==> src/rtl/time_preset_bcd.sv <==
// time_preset_bcd
//   Holds the starting clock of both chess players as BCD MM:SS and lets the
//   operator adjust it with up/down buttons before play starts. A press steps
//   once. Holding the button steps again after REPEAT_DELAY cycles, and then
//   every REPEAT_RATE cycles. The countdown block loads the outputs when the
//   game begins.
//
// Ports
//   clk, rst            system clock, synchronous active-high reset
//   enable              1 = setting allowed (game not running)
//   btn_up, btn_down    debounced button levels
//   field_sel           0 = minutes, 1 = seconds
//   player_sel          0 = player 1, 1 = player 2 (ignored when link = 1)
//   link                1 = every step goes to both players
//   load_default        restore DEF_MIN:DEF_SEC on both players
//   min_p1/sec_p1       player 1 BCD {tens,units}
//   min_p2/sec_p2       player 2 BCD {tens,units}
//   step_pulse          one-cycle pulse on every applied step or load
module time_preset_bcd #(
  parameter int MAX_MIN      = 59,
  parameter int DEF_MIN      = 5,
  parameter int DEF_SEC      = 0,
  parameter int REPEAT_DELAY = 50_000_000,
  parameter int REPEAT_RATE  = 10_000_000
) (
  input  logic       clk,
  input  logic       rst,
  input  logic       enable,
  input  logic       btn_up,
  input  logic       btn_down,
  input  logic       field_sel,
  input  logic       player_sel,
  input  logic       link,
  input  logic       load_default,
  output logic [7:0] min_p1,
  output logic [7:0] sec_p1,
  output logic [7:0] min_p2,
  output logic [7:0] sec_p2,
  output logic       step_pulse
);

  function automatic logic [7:0] to_bcd(input int n);
    return {4'(n / 10), 4'(n % 10)};
  endfunction

  localparam logic [7:0] MAX_MIN_BCD = to_bcd(MAX_MIN);
  localparam logic [7:0] MAX_SEC_BCD = 8'h59;
  localparam logic [7:0] DEF_MIN_BCD = to_bcd(DEF_MIN);
  localparam logic [7:0] DEF_SEC_BCD = to_bcd(DEF_SEC);

  localparam int CNT_MAX = (REPEAT_DELAY > REPEAT_RATE) ? REPEAT_DELAY : REPEAT_RATE;
  localparam int CNT_W   = (CNT_MAX > 1) ? $clog2(CNT_MAX) : 1;
  localparam logic [CNT_W-1:0] DELAY_LAST = CNT_W'(REPEAT_DELAY - 1);
  localparam logic [CNT_W-1:0] RATE_LAST  = CNT_W'(REPEAT_RATE - 1);

  // Wrapping BCD increment: the units digit rolls over into the tens digit.
  function automatic logic [7:0] bcd_inc(input logic [7:0] v, input logic [7:0] lim);
    if (v == lim)              return 8'h00;
    else if (v[3:0] == 4'd9)   return {v[7:4] + 4'd1, 4'd0};
    else                       return {v[7:4], v[3:0] + 4'd1};
  endfunction

  // Wrapping BCD decrement: the units digit borrows from the tens digit.
  function automatic logic [7:0] bcd_dec(input logic [7:0] v, input logic [7:0] lim);
    if (v == 8'h00)            return lim;
    else if (v[3:0] == 4'd0)   return {v[7:4] - 4'd1, 4'd9};
    else                       return {v[7:4], v[3:0] - 4'd1};
  endfunction

  function automatic logic [7:0] bcd_step(input logic [7:0] v, input logic [7:0] lim,
                                          input logic up);
    return up ? bcd_inc(v, lim) : bcd_dec(v, lim);
  endfunction

  typedef enum logic [1:0] {IDLE, HOLD, REPEAT} state_t;

  state_t           state_q, state_d;
  logic [CNT_W-1:0] cnt_q, cnt_d;
  logic             dir_q, dir_d;      // 1 = the held button is btn_up
  logic             btn_up_q, btn_down_q;
  logic [7:0]       min_p1_q, min_p1_d, sec_p1_q, sec_p1_d;
  logic [7:0]       min_p2_q, min_p2_d, sec_p2_q, sec_p2_d;
  logic             step_pulse_q, step_pulse_d;

  logic do_step, step_up, press_up, press_dn, held_ok;

  always_comb begin
    state_d      = state_q;
    cnt_d        = cnt_q;
    dir_d        = dir_q;
    min_p1_d     = min_p1_q;
    sec_p1_d     = sec_p1_q;
    min_p2_d     = min_p2_q;
    sec_p2_d     = sec_p2_q;
    step_pulse_d = 1'b0;
    do_step      = 1'b0;
    step_up      = 1'b0;

    press_up = btn_up   & ~btn_up_q   & ~btn_down;
    press_dn = btn_down & ~btn_down_q & ~btn_up;
    // The held button must stay high and the other one must stay low.
    held_ok  = dir_q ? (btn_up & ~btn_down) : (btn_down & ~btn_up);

    if (!enable) begin
      state_d = IDLE;
      cnt_d   = '0;
    end else if (load_default) begin
      min_p1_d     = DEF_MIN_BCD;
      sec_p1_d     = DEF_SEC_BCD;
      min_p2_d     = DEF_MIN_BCD;
      sec_p2_d     = DEF_SEC_BCD;
      step_pulse_d = 1'b1;
      state_d      = IDLE;
      cnt_d        = '0;
    end else if (btn_up && btn_down) begin
      state_d = IDLE;
      cnt_d   = '0;
    end else begin
      unique case (state_q)
        IDLE: begin
          if (press_up || press_dn) begin
            do_step = 1'b1;
            step_up = press_up;
            dir_d   = press_up;
            cnt_d   = '0;
            state_d = HOLD;
          end
        end
        HOLD: begin
          if (!held_ok) begin
            state_d = IDLE;
            cnt_d   = '0;
          end else if (cnt_q == DELAY_LAST) begin
            do_step = 1'b1;
            step_up = dir_q;
            cnt_d   = '0;
            state_d = REPEAT;
          end else begin
            cnt_d = cnt_q + CNT_W'(1);
          end
        end
        REPEAT: begin
          if (!held_ok) begin
            state_d = IDLE;
            cnt_d   = '0;
          end else if (cnt_q == RATE_LAST) begin
            do_step = 1'b1;
            step_up = dir_q;
            cnt_d   = '0;
          end else begin
            cnt_d = cnt_q + CNT_W'(1);
          end
        end
        default: begin
          state_d = IDLE;
          cnt_d   = '0;
        end
      endcase
    end

    // Each targeted channel steps from its own current value.
    if (do_step) begin
      step_pulse_d = 1'b1;
      if (link || !player_sel) begin
        if (field_sel) sec_p1_d = bcd_step(sec_p1_q, MAX_SEC_BCD, step_up);
        else           min_p1_d = bcd_step(min_p1_q, MAX_MIN_BCD, step_up);
      end
      if (link || player_sel) begin
        if (field_sel) sec_p2_d = bcd_step(sec_p2_q, MAX_SEC_BCD, step_up);
        else           min_p2_d = bcd_step(min_p2_q, MAX_MIN_BCD, step_up);
      end
    end
  end

  always_ff @(posedge clk) begin
    if (rst) begin
      state_q      <= IDLE;
      cnt_q        <= '0;
      dir_q        <= 1'b0;
      min_p1_q     <= DEF_MIN_BCD;
      sec_p1_q     <= DEF_SEC_BCD;
      min_p2_q     <= DEF_MIN_BCD;
      sec_p2_q     <= DEF_SEC_BCD;
      step_pulse_q <= 1'b0;
    end else begin
      state_q      <= state_d;
      cnt_q        <= cnt_d;
      dir_q        <= dir_d;
      min_p1_q     <= min_p1_d;
      sec_p1_q     <= sec_p1_d;
      min_p2_q     <= min_p2_d;
      sec_p2_q     <= sec_p2_d;
      step_pulse_q <= step_pulse_d;
    end
  end

  // Button history keeps sampling through reset and while disabled. A button
  // that is still held afterwards then does not count as a fresh press.
  always_ff @(posedge clk) begin
    btn_up_q   <= btn_up;
    btn_down_q <= btn_down;
  end

  assign min_p1     = min_p1_q;
  assign sec_p1     = sec_p1_q;
  assign min_p2     = min_p2_q;
  assign sec_p2     = sec_p2_q;
  assign step_pulse = step_pulse_q;

endmodule

==> config.mk <==
export PLATFORM = sky130hd
export DESIGN_NAME = time_preset_bcd
export DESIGN_NICKNAME = d
export VERILOG_FILES = /design/src/rtl/time_preset_bcd.sv
export SDC_FILE = /design/constraint.sdc
export NUM_CORES = 1
export LEC_CHECK = 0
export ABC_AREA = 1
export CAP_MARGIN = 15
export CORE_MARGIN = 8
export CORE_UTILIZATION = 64
export CTS_CLUSTER_SIZE = 20
export DETAILED_ROUTE_END_ITERATION = 10
export PLACE_DENSITY = 0.89
export SLEW_MARGIN = 20
export SYNTH_ARGS = -nofsm -noshare
export SYNTH_HDL_FRONTEND = slang
export SYNTH_SLANG_ARGS = --single-unit
==> constraint.sdc <==
create_clock -name clk -period 3.8 [get_ports clk]
set_input_delay 0.76 -clock clk [delete_from_list [all_inputs] [get_ports clk]]
set_output_delay 0.76 -clock clk [all_outputs]
set_load 0.005 [all_outputs]
Word level (Yosys, flattened, before mapping)
Cells that the tools add are included.

Logic and storage cells: 161. Register bits after elaboration: 64. Input port bits: 9.

Bitwise gates (word level): 13. Eq/ne operators: 23. Reduce and logical (&&, ||, !) cells: 21. Mux-type cells: 73. Add/sub/neg operators: 17.

Operators with widths (number): 2-to-1 mux 8 bit (40); 2-to-1 mux 26 bit (5); case mux 26 bit (3 select lines) (1); inequality test 6 x 4 -> 1 bit (second input constant) (8); adder 4 x 1 -> 4 bit (second input constant) (8); equality test 8 x 7 -> 1 bit (second input constant) (4); logical NOT 8 bit (4); subtractor 4 x 1 -> 4 bit (second input constant) (8); adder 26 x 1 -> 26 bit (second input constant) (1); equality test 26 x 24 -> 1 bit (second input constant) (1); equality test 26 bit (second input constant) (1); 2-to-1 mux 1 bit (20); equality test 4 bit (second input constant) (4); logical NOT 4 bit (4); 2-to-1 mux 2 bit (4); AND reduction 2 bit (4); inverter 1 bit (7); bitwise AND 1 bit (6); case mux 1 bit (3 select lines) (2); case mux 2 bit (3 select lines) (1); AND reduction 5 bit (1); inequality test 2 bit (second input constant) (2); OR reduction 4 bit (1); logical OR 1 bit (3); 7 further kinds (7).

Logic depth before layout (Yosys ltp)
Word-level depth: 13. Mapped depth: 17. Mapped depth without buffers: 16.

Least setup slack after synthesis
No wires, ideal clock.

Path type: in2reg. Start point: in load_default. End point: reg sec_p2_q[4] (netlist: sec_p2[4]). Arrival: 2.005 ns. Cell stages on the path: 9. Buffers on the path: 2. Path slack: 1.684 ns. Required time: 3.688 ns. Cells stage by stage: nand3b_1 -> nor2_1 -> buf_2 -> clkbuf_1 -> nand3_1 -> nand3_1 -> nand2_1 -> nor2_1 -> nor2_1.

Cells in the longest elaborated chain, start to end: 6. Elaborated cells between the ends (all ways): 13. Classes of those cells: eq/ne: 2; mux: 10; reduce/logical: 1.

Ends and longest elaborated chain: start, declared (line 34) `input logic load_default,`; 2-to-1 mux 1 bit (line 107) `end else if (load_default) begin`; 2-to-1 mux 1 bit (line 104) `if (!enable) begin`; 2-to-1 mux 8 bit (line 72) `return up ? bcd_inc(v, lim) : bcd_dec(v, lim);`; 2-to-1 mux 8 bit (line 169) `if (field_sel) sec_p2_d = bcd_step(sec_p2_q, MAX_SEC_BCD, step_up);`; 2-to-1 mux 8 bit (line 168) `if (link || player_sel) begin`; 2-to-1 mux 8 bit (line 162) `if (do_step) begin`; end signal, assigned (line 192) `sec_p2_q <= sec_p2_d;`; end, declared (line 82) `logic [7:0] min_p2_q, min_p2_d, sec_p2_q, sec_p2_d;`.

Parallel ways exist; a longest one is shown, timed or not. A chain may end at the register's enable or synchronous reset.

Worst setup path after layout
Start point: in btn_down. End point: reg cnt_q[15].

Cells in the longest elaborated chain, start to end: 5. Elaborated cells between the ends (all ways): 14. Classes of those cells: eq/ne: 1; mux: 4; bitwise: 6; reduce/logical: 3.

Ends and longest elaborated chain: start, declared (line 30) `input logic btn_down,`; inverter 1 bit (line 99, 102); bitwise AND 1 bit (line 102) `held_ok = dir_q ? (btn_up & ~btn_down) : (btn_down & ~btn_up);`; 2-to-1 mux 1 bit (line 102); 2-to-1 mux 26 bit (on tied branches) (line 143, 130); case mux 26 bit (3 select lines) (line 119) `unique case (state_q)`; end signal, assigned (line 187) `cnt_q <= cnt_d;`; end, declared (line 78) `logic [CNT_W-1:0] cnt_q, cnt_d;`.

Parallel ways exist; a longest one is shown, timed or not.

==> results.yml <==
clocking:
  cts_buffers: 9
  cts_setup_buffers: 0
  ctsResizeCount: 0
  clockBufferDepth: 2
  cts_max_level: 3
  clkSlewWorstSetupHoldPaths_ns: 0.08
  cts_root_buffer: "clkbuf_8"
  cts_tree: "built"
  cts_sinks: 64
  holdBufCountCts: 0
  clk_latency_ns: 0.35
setup_path:
  critPathLaunch: "btn_down"
  critical_path_class: "in2reg"
  crit_arrival_ns: 3.19
  worstReg2RegStart: "cnt_q[9]"
  critPathLaunchType: "input pin"
  crit_path_end_kind: "flop"
  crit_required_ns: 4.06
  cp_max_fo: 13
  r2r_cells: 14
sta:
  worst_pin_slew_ns: 0.771
  fmax_mhz: 342
  slew_viol_final: 0
  fin_skew_ns: 0.0134
  relSlewSlack_pct: 48.5
  timing.final.crit_share_pct: 77.0
  hold_viol_final: 0
  fin_tns_setup_ns: 0
  rsz0062_at_grt: "false"
  layout_min_cycle_time_ns: 2.93
  setup_violations: 0
synthesis:
  ys_ff_latch: 64
  synth_cell_types: 39
  ys_seq_area_share_pct: 25.2
  syn-cell-area_mm2: 0.00509
  synth_nets: 879
  yosysWarningCount: 0
  synth_cells: 837
  syn_avg_cell_area_um2: 6.08
cells_and_area:
  fin_nets: 917
  regArea_mm2: 0.00128
  nFillCells: 638
  diodes: 0
  layout_common_cells: "nand2_1 (211), nor2_1 (128), inv_1 (101), nand3_1 (101), dfxtp_1 (64)"
  drive_above_1_share_pct: 5.57
  fin_area_mm2: 0.00575
  multi_input_area_mm2: 0.00329
  syn2layout_area_growth_pct: 13.0
  layout_commonest_cell: "nand2_1"
power:
  irDropWorstVdd_uv: 194
  total_leakage_power_nw: 2.50
  power_density_mw_per_mm2: 248
place:
  port-buffer-count: 41
  hpwl_um: 10200
  gp_congestion: 0.996
  place_area_mm2: 0.00556
grt:
  antenna_found_initial: 0
  grt_usage_pct: 24.5
  busiest_layer: "met2"
  grt_max_degree: 43
  grtUsageMet3_pct: 4.61
  gr-usage-met2_pct: 40.0
  grt_pass1_wl_um: 23100
  grt_util_met1_pct: 31.0
  grt-ovfl-total: 0
  grt_pass1_vias: 5186
route:
  antenna_left: 0
  drc: 0
  drt_iter0_markers: 430
  wire_per_inst_um: 13.9
  viasPerCell: 5.70
  drt-total-wl_um: 13700
  detailroute.via_count: 5593
  firstDrtPassIters: 5
floorplan:
  ios: 42
  core-area_mm2: 0.00773
  die_w_um: 105
  die_h_um: 105
  initial_core_util_pct: 65.9
  die-area_mm2: 0.0111
  rows: 32
status:
  status: "finished clean"
job:
  max_cap_violations: 0
min_path:
  hold_class: "reg2reg"
  min_from: "cnt_q[10]"
  holdPathStages: 2
per-stage QoR:
| step | setup WS, ns | std cells | total power, W | hold slack [ns] | util [%] |
|---|---|---|---|---|---|
| floorplan | 1.68 | 837 | 0.000788 | 0.455 | - |
| global route | 0.667 | 982 | 0.00147 | 0.527 | 74.5 |
| CTS | 0.911 | 982 | 0.00143 | 0.499 | 74.5 |
| global placement | 0.718 | 966 | 0.000827 | 0.475 | 71.9 |
| finish | 0.874 | 982 | 0.00143 | 0.500 | 74.5 |
| detailed placement | 0.557 | 966 | 0.000832 | 0.491 | 71.9 |
cell usage after synthesis:
cell	instances	area, µm²
nand2_1	211	792
nor2_1	128	480
inv_1	101	379
nand3_1	101	505
dfxtp_1	64	1280
a21oi_1	46	230
ha_1	33	413
o21ai_0	21	105
xor2_1	18	158
nor3_1	17	85.1
inv_2	9	33.8
nand4_1	9	56.3
clkbuf_1	8	30.0
o21ai_1	7	35.0
a31oi_1	6	37.5
nor2_2	6	37.5
buf_2	5	25.0
a211oi_1	4	30.0
o211ai_1	4	30.0
o31ai_1	4	30.0
xnor2_1	4	35.0
buf_6	3	33.8
nand2_4	3	33.8
nand3b_1	3	22.5
o22ai_1	3	18.8
or2_2	3	18.8
buf_4	2	15.0
nand2_2	2	12.5
nor2_8	2	40.0
a21boi_2	1	11.3
a31o_2	1	8.76
and3_1	1	6.26
clkinv_1	1	3.75
nand3_2	1	10.0
nor2_4	1	11.3
nor3b_1	1	7.51
nor4_1	1	6.26
nor4_2	1	12.5
o211a_1	1	10.0
path summary, 6_finish.rpt:
path                to  slack, ns
max          cnt_q[15]       0.87
min          cnt_q[10]       0.50
max reg2reg  sec_p1[5]       1.13
min reg2reg  cnt_q[10]       0.50
cells by family after synthesis:
kind of cell / share of synthesized area, %
and+or+nand+nor: 42.0
buffers and inverters: 10.2
AOI/OAI and AO/OA: 10.7
DFF: 25.2
adders and majority gates: 8.11
xor gates and xnor gates: 3.78
report_power, final:
part           internal [W]  switching (W)  leakage, nW
logic             0.0000457      0.0000909         1.89
registers          0.000676     0.00000697        0.517
clock network      0.000320       0.000286       0.0993
total               0.00104       0.000383         2.50
critical path, cell delays in order:
cell	delay [ns]
clkdlybuf4s50_1	0.46
inv_1	0.13
nor2_1	0.06
nand2_1	0.06
nand2_1	0.08
nor2_2	0.28
inv_1	0.27
nand2_1	0.20
nand2_1	0.33
buf_4	0.30
a211oi_1	0.25
sequential cells by signal, summed over array words and instances (netlist names):
| name | cells |
|---|---|
| btn_down_q | 1 |
| btn_up_q | 1 |
| cnt_q | 26 |
| dir_q | 1 |
| min_p1 | 8 |
| min_p2 | 8 |
| sec_p1 | 8 |
| sec_p2 | 8 |
| state_q | 2 |
| step_pulse | 1 |
metal layers:
layer	share of wire, %	vias up
met1	45	2566
met5	0	-
met2	46	241
met4	1.2	0
li1	-	2763
met3	7.4	23
cell type report:
class / instances / share of cell area [%]
repair buffers: 45 / 7.65
clock buffers: 11 / 2.46
well taps: 102 / 2.22
clock inverters: 5 / 0.978
flip-flops and latches: 64 / 22.3
inverters: 111 / 7.24
multi-input cells: 644 / 57.2
Power figures use the tool's default switching activity.
